File: src/rtl/mux_rr_arbiter.sv
// Round-robin arbiter driving the 2-bit select of a 4-to-1 data mux.
// Holds select under backpressure, acknowledges each transfer and watches for long stalls.
module mux_rr_arbiter #(
  parameter int unsigned STALL_MAX = 15
) (
  input  logic       clk,
  input  logic       rst_n,
  input  logic [3:0] req,
  input  logic       out_ready,
  output logic [1:0] sel,
  output logic       out_valid,
  output logic [3:0] gnt,
  output logic       stall_err
);

  typedef enum logic {StIdle, StBusy} state_e;

  state_e     r_state;
  logic [1:0] r_sel;
  logic [1:0] r_ptr;
  logic       r_out_valid;
  logic       r_stall_err;
  logic [7:0] r_scnt;

  logic [3:0] w_sel_oh;
  logic       w_xfer;
  logic [1:0] w_base;
  logic [3:0] w_cand;
  logic       w_found;
  logic [1:0] w_win;
  logic [7:0] w_scnt_inc;

  assign w_sel_oh   = 4'b0001 << r_sel;
  assign w_xfer     = r_out_valid & out_ready;
  // In BUSY the search is only used on a transfer, where ptr is about to become sel.
  assign w_base     = (r_state == StBusy) ? r_sel : r_ptr;
  assign w_cand     = (r_state == StBusy) ? (req & ~w_sel_oh) : req;
  assign w_scnt_inc = (r_scnt == 8'hFF) ? r_scnt : r_scnt + 8'd1;

  always_comb begin
    logic [1:0] idx;
    w_found = 1'b0;
    w_win   = w_base;
    idx     = w_base;
    for (int i = 1; i <= 4; i++) begin
      idx = w_base + 2'(i);
      if (!w_found && w_cand[idx]) begin
        w_found = 1'b1;
        w_win   = idx;
      end
    end
  end

  always_ff @(posedge clk or negedge rst_n) begin
    if (!rst_n) begin
      r_state     <= StIdle;
      r_sel       <= 2'b00;
      r_ptr       <= 2'b11;
      r_out_valid <= 1'b0;
      r_stall_err <= 1'b0;
      r_scnt      <= 8'd0;
    end else begin
      unique case (r_state)
        StIdle: begin
          r_scnt <= 8'd0;
          if (w_found) begin
            r_sel       <= w_win;
            r_out_valid <= 1'b1;
            r_state     <= StBusy;
          end else begin
            r_out_valid <= 1'b0;
          end
        end
        StBusy: begin
          if (out_ready) begin
            r_ptr  <= r_sel;
            r_scnt <= 8'd0;
            if (w_found) begin
              r_sel <= w_win;
            end else begin
              r_out_valid <= 1'b0;
              r_state     <= StIdle;
            end
          end else if (req[r_sel]) begin
            r_scnt <= w_scnt_inc;
            if (w_scnt_inc >= 8'(STALL_MAX)) r_stall_err <= 1'b1;
          end else begin
            // Source withdrew its request before being acknowledged: drop the word.
            r_out_valid <= 1'b0;
            r_scnt      <= 8'd0;
            r_state     <= StIdle;
          end
        end
        default: r_state <= StIdle;
      endcase
    end
  end

  assign sel       = r_sel;
  assign out_valid = r_out_valid;
  assign stall_err = r_stall_err;
  assign gnt       = w_xfer ? w_sel_oh : 4'b0000;

endmodule

File: config.mk
export PLATFORM = sky130hd
export DESIGN_NAME = mux_rr_arbiter
export DESIGN_NICKNAME = d
export VERILOG_FILES = /design/src/rtl/mux_rr_arbiter.sv
export SDC_FILE = /design/constraint.sdc
export NUM_CORES = 1
export LEC_CHECK = 0
export CAP_MARGIN = 20
export CORE_MARGIN = 3
export CORE_UTILIZATION = 35
export CTS_CLUSTER_SIZE = 40
export DETAILED_ROUTE_END_ITERATION = 12
export RECOVER_POWER = 100
export SKIP_LAST_GASP = 1
export SLEW_MARGIN = 0
export SYNTH_ARGS = -nofsm -noshare
export SYNTH_HDL_FRONTEND = slang
export SYNTH_SLANG_ARGS = --single-unit
File: constraint.sdc
create_clock -name clk -period 2 [get_ports clk]
set_input_delay 0.4 -clock clk [delete_from_list [all_inputs] [get_ports clk]]
set_output_delay 0.4 -clock clk [all_outputs]
set_load 0.02 [all_outputs]
==> metrics.sh <==
OUTCOME='finished clean'
IO-PIN-COUNT=15
DIE_HEIGHT_UM=61.03
MAX_FO_CRITICAL_PATH=8
YOSYS.AREA.TOP_TYPE_SHARE_PCT=30.70
POWER.DENSITY_nW_PER_UM2=1209
MAX_FREQ_GHz=0.5223
SETUP.WORST_PATH.START='sel[0]'
FINAL_LAYOUT_WORST_HOLD_SLACK_NS=0.4769
TIMING_MAX_TRANSITION_VIOLATIONS_FINAL=0
GRT-OVFL-TOTAL=0
CLOCK_SINK_COUNT=15
MAX_SLEW_MARGIN_PCT=47.54
WORST_SKEW_PAIR.LATE_LATENCY_NS=0.28
LAYOUT.FILLER_CELLS=270
POWER.LEAKAGE_nW=0.5464
MULTI_INPUT_COMB_AREA_SQ_UM=621.8
CORE-AREA_SQ_UM=2829
VIA_COUNT=956
ASYNCSETRESETFLOPFRACSYNTH_PCT=100.0
HP-CLASS='flip-flop to flip-flop'
GP_CONGESTION=0.8951
WORSTHOLDSTART='stall_err'
TIMING.CRITICAL_PATH.FROM_TYPE='flip-flop'
FINAL.PERIOD_UTILIZATION_PCT=95.73
COMBPWRFRAC_PCT=56.2
CTS_MADE_BUFFERS=3
FINAL_WORST_SLACK_NS=0.08534
POWER.SHARE.SEQUENTIAL_PCT=33.1
SYNTH.NET_COUNT=127
WL_PER_CELL_UM=12.98
TOTAL_POWER_mW=1.570
SYNTH_TOP_AREA_CELL='dfrtp_1'
CRITPATHREQUIREDTIME_NS=1.60
WORSTREG2REGSTART='r_state'
WORST_PATH_CLASS_SETUP='flip-flop to output pin'
CTS.HTREE.LEVELS=1
CRITICAL_PATH.MAX_STAGE_DELAY_NS=0.62
TRITONCTS_CLOCK_TREE='built'
CHIPWIDTH_UM=61.03
CLOCK_POWER_SHARE_PCT=10.7
DESIGN.FINAL.NETS=151
ROUTED_WL_UM=2246
CLOCK-SKEW-FINAL_NS=0.0006968
GROUTE.USAGE.OVERALL_PCT=13.88
LAYOUT.AREA.SEQ_SQ_UM=377.9
POWER.SWITCHING_FRACTION_PCT=42.02
DISTINCT_CELL_TYPE_COUNT_OF_THE_SYNTHESIZED_NETLIST=39
GRT_ANTENNA_BEFORE_REPAIR=0
POST-ROUTE-DRC-COUNT=0
DRT_ITER0_DRC=50
FIRSTDRTPASSITERS=4
RSZ_0062_RAISED_AFTER_GLOBAL_ROUTING='no'
SYNTH-SEQ-CELLS=15
AREA_ADDED_BETWEEN_SYNTHESIS_AND_FINISH_PCT=22.55
P_SW_mW=0.6596
VIA_CELL_RATIO=5.526
CLOCK_SLEW_AT_THE_REGISTER_CLOCK_PINS_OF_THE_WORST_SETUP_AND_HOLD_PATHS_NS=0.08
PLACEDINSTANCEAREA_SQ_UM=1300
SYN_AVG_CELL_AREA_SQ_UM=8.906
NUMBER_OF_GLOBAL_ROUTE_VIAS_BEFORE_REPAIR=902
POSTROUTEANTENNANETS=0
TIGHTESTPINTRANSITION_NS=0.7870
POST-ROUTE-MIN-PERIOD_NS=1.915
MAXCAPVIOLATIONS=0
PATH_CELLS='buf_4 -> clkdlybuf4s50_1'
NETLIST_AREA_SQ_UM=1060
CTS.ROOT.BUFFER_CELL='clkbuf_4'
POST_ROUTE_CELLS_DRIVE_ABOVE_1_SHARE_PCT=16.20
SYNTH-EDFF-COUNT=0
INTERNAL_POWER_mW=0.9101
WIRE_LENGTH_OF_THE_FIRST_GLOBAL_ROUTING_PASS_UM=3926
CTS_SETUP_BUFFERS=0
END_KIND='output pin'
PIN_COUNT_OF_THE_BIGGEST_NET_ENTERING_GLOBAL_ROUTING=16
CP.ARRIVAL_NS=1.51
FINAL-HOLD-VIOLATION-COUNT=0
SYNTHTOPCELLSBYAREA='dfrtp_1, nor2_1, dfstp_2, mux2_2, nor3_1'
POSTLAYOUTCOREUTIL_PCT=45.91
SYNTH_CELLS=119
SETUP-VIOLATIONS-FINAL=0
SYNTH_TOP_FLOP_CELL='dfrtp_1'
MAX-CLOCK-PATH-BUFFERS=2
ANTENNA_CELLS=0
IR_DROP_V=0.0005168
DIE_AREA_SQ_UM=3724
INITIAL_UTILIZATION_PCT=37.46
SYNTH-SEQ-AREA-SHARE_PCT=35.66
PORTBUFFERS=14
WARNINGS_FROM_YOSYS=0
POST-ROUTE-CELL-AREA_SQ_UM=1299
WORST_PATH_MAX_DELAY_CELL='clkdlybuf4s50_1'
DP_HPWL_UM=1773
PRE_CTS_SLACK_NS=-0.1837
ROWS=19
flip-flops by register name (all words and copies together), names as in the netlist:
name       count
sel            2
stall_err      1
r_ptr          2
out_valid      1
r_state        1
r_scnt         8
cells in the final DEF (no fill, tap or decap), types with 2 or more instances in the layout:
cell / count
nand4_1: 4
nand2b_1: 3
buf_4: 10
clkdlybuf4s50_1: 6
nand3_1: 6
a32o_1: 2
nor3b_1: 2
dlygate4sd3_1: 4
nand3b_1: 4
clkbuf_4: 3
dfstp_2: 2
dfrtp_1: 13
xor2_1: 3
nor3_1: 8
mux2_2: 4
o21ai_1: 2
nand2_1: 8
a21oi_1: 6
dlygate4sd2_1: 4
nor2_1: 15
xnor2_1: 2
mux2i_1: 2
inv_1: 3
clkbuf_1: 3
o21ai_0: 6
worst max-delay path: cells and delay by family, from the launching register on:
kind / cells / cell delay [ns]
flops: 1 / 0.42
buf+inv: 2 / 0.82
timing repair:
| item | CTS | global route |
|---|---|---|
| hold buffers | 0 | 0 |
| resized for setup | 4 | 1 |
| setup endpoints to repair | 4 | 2 |
per-stage QoR:
stage	instances	TNS [ns]
global placement	169	-0.5381
finish	173	0
detailed placement	169	-0.7199
floorplan	119	0
global route	173	0
CTS	173	0
Yosys cell counts, drive strengths merged (4+ instances only):
cell type  number
nand4           4
o21ai           8
a21oi           6
nand3b          4
nand2           8
nand3           6
nor3            8
mux2            4
dfrtp          13
nor2           15
buf             6
layout make-up:
cell class	count	area share [%]
tap	31	2.987
timing repair buffer	27	17.15
sequential	15	29.09
clock buffer	4	2.023
multi-input combinational	93	47.88
inverter	3	0.8670
kinds of logic after synthesis:
kind of cell / after synthesis / share of synthesized area, %
AND/OR/NAND/NOR: 55 / 27.16
buffers and inverters: 11 / 5.666
AO/OA/AOI/OAI: 24 / 15.82
XOR/XNOR: 5 / 4.133
multiplexers: 8 / 10.39
flip-flops: 15 / 35.66
adder cells (fa/ha/maj): 1 / 1.180
layer usage:
metal	wire, um	track usage, %	up-vias
met1	1127	19.56	443
met2	961	19.94	30
li1	-	-	481
met3	137	5.241	2
met4	19	3.715	0
met5	0	0	-
worst paths after layout:
| kind | to | slack (ns) | cells past startpoint |
|---|---|---|---|
| worst max-delay path | sel[0] | 0.09 | 2 |
| worst min-delay path | stall_err | 0.48 | 1 |
| worst max register to register | sel[0] | 0.12 | 6 |
| worst min register to register | stall_err | 0.48 | 1 |
| max in group asynchronous | sel[0] | 0.81 | 2 |
| min in group asynchronous | r_scnt[3] | 0.70 | 2 |
power by group through the flow:
stage,logic [mW],clock network (mW),registers (mW)
2_1_floorplan,0.631,0,0.508
3_3_place_gp,0.916,0,0.522
3_5_place_dp,0.924,0,0.526
4_1_cts,0.917,0.179,0.520
5_1_grt,0.964,0.200,0.534
6_report,0.882,0.168,0.520
Note: power is estimated with default switching activity, not from simulation.
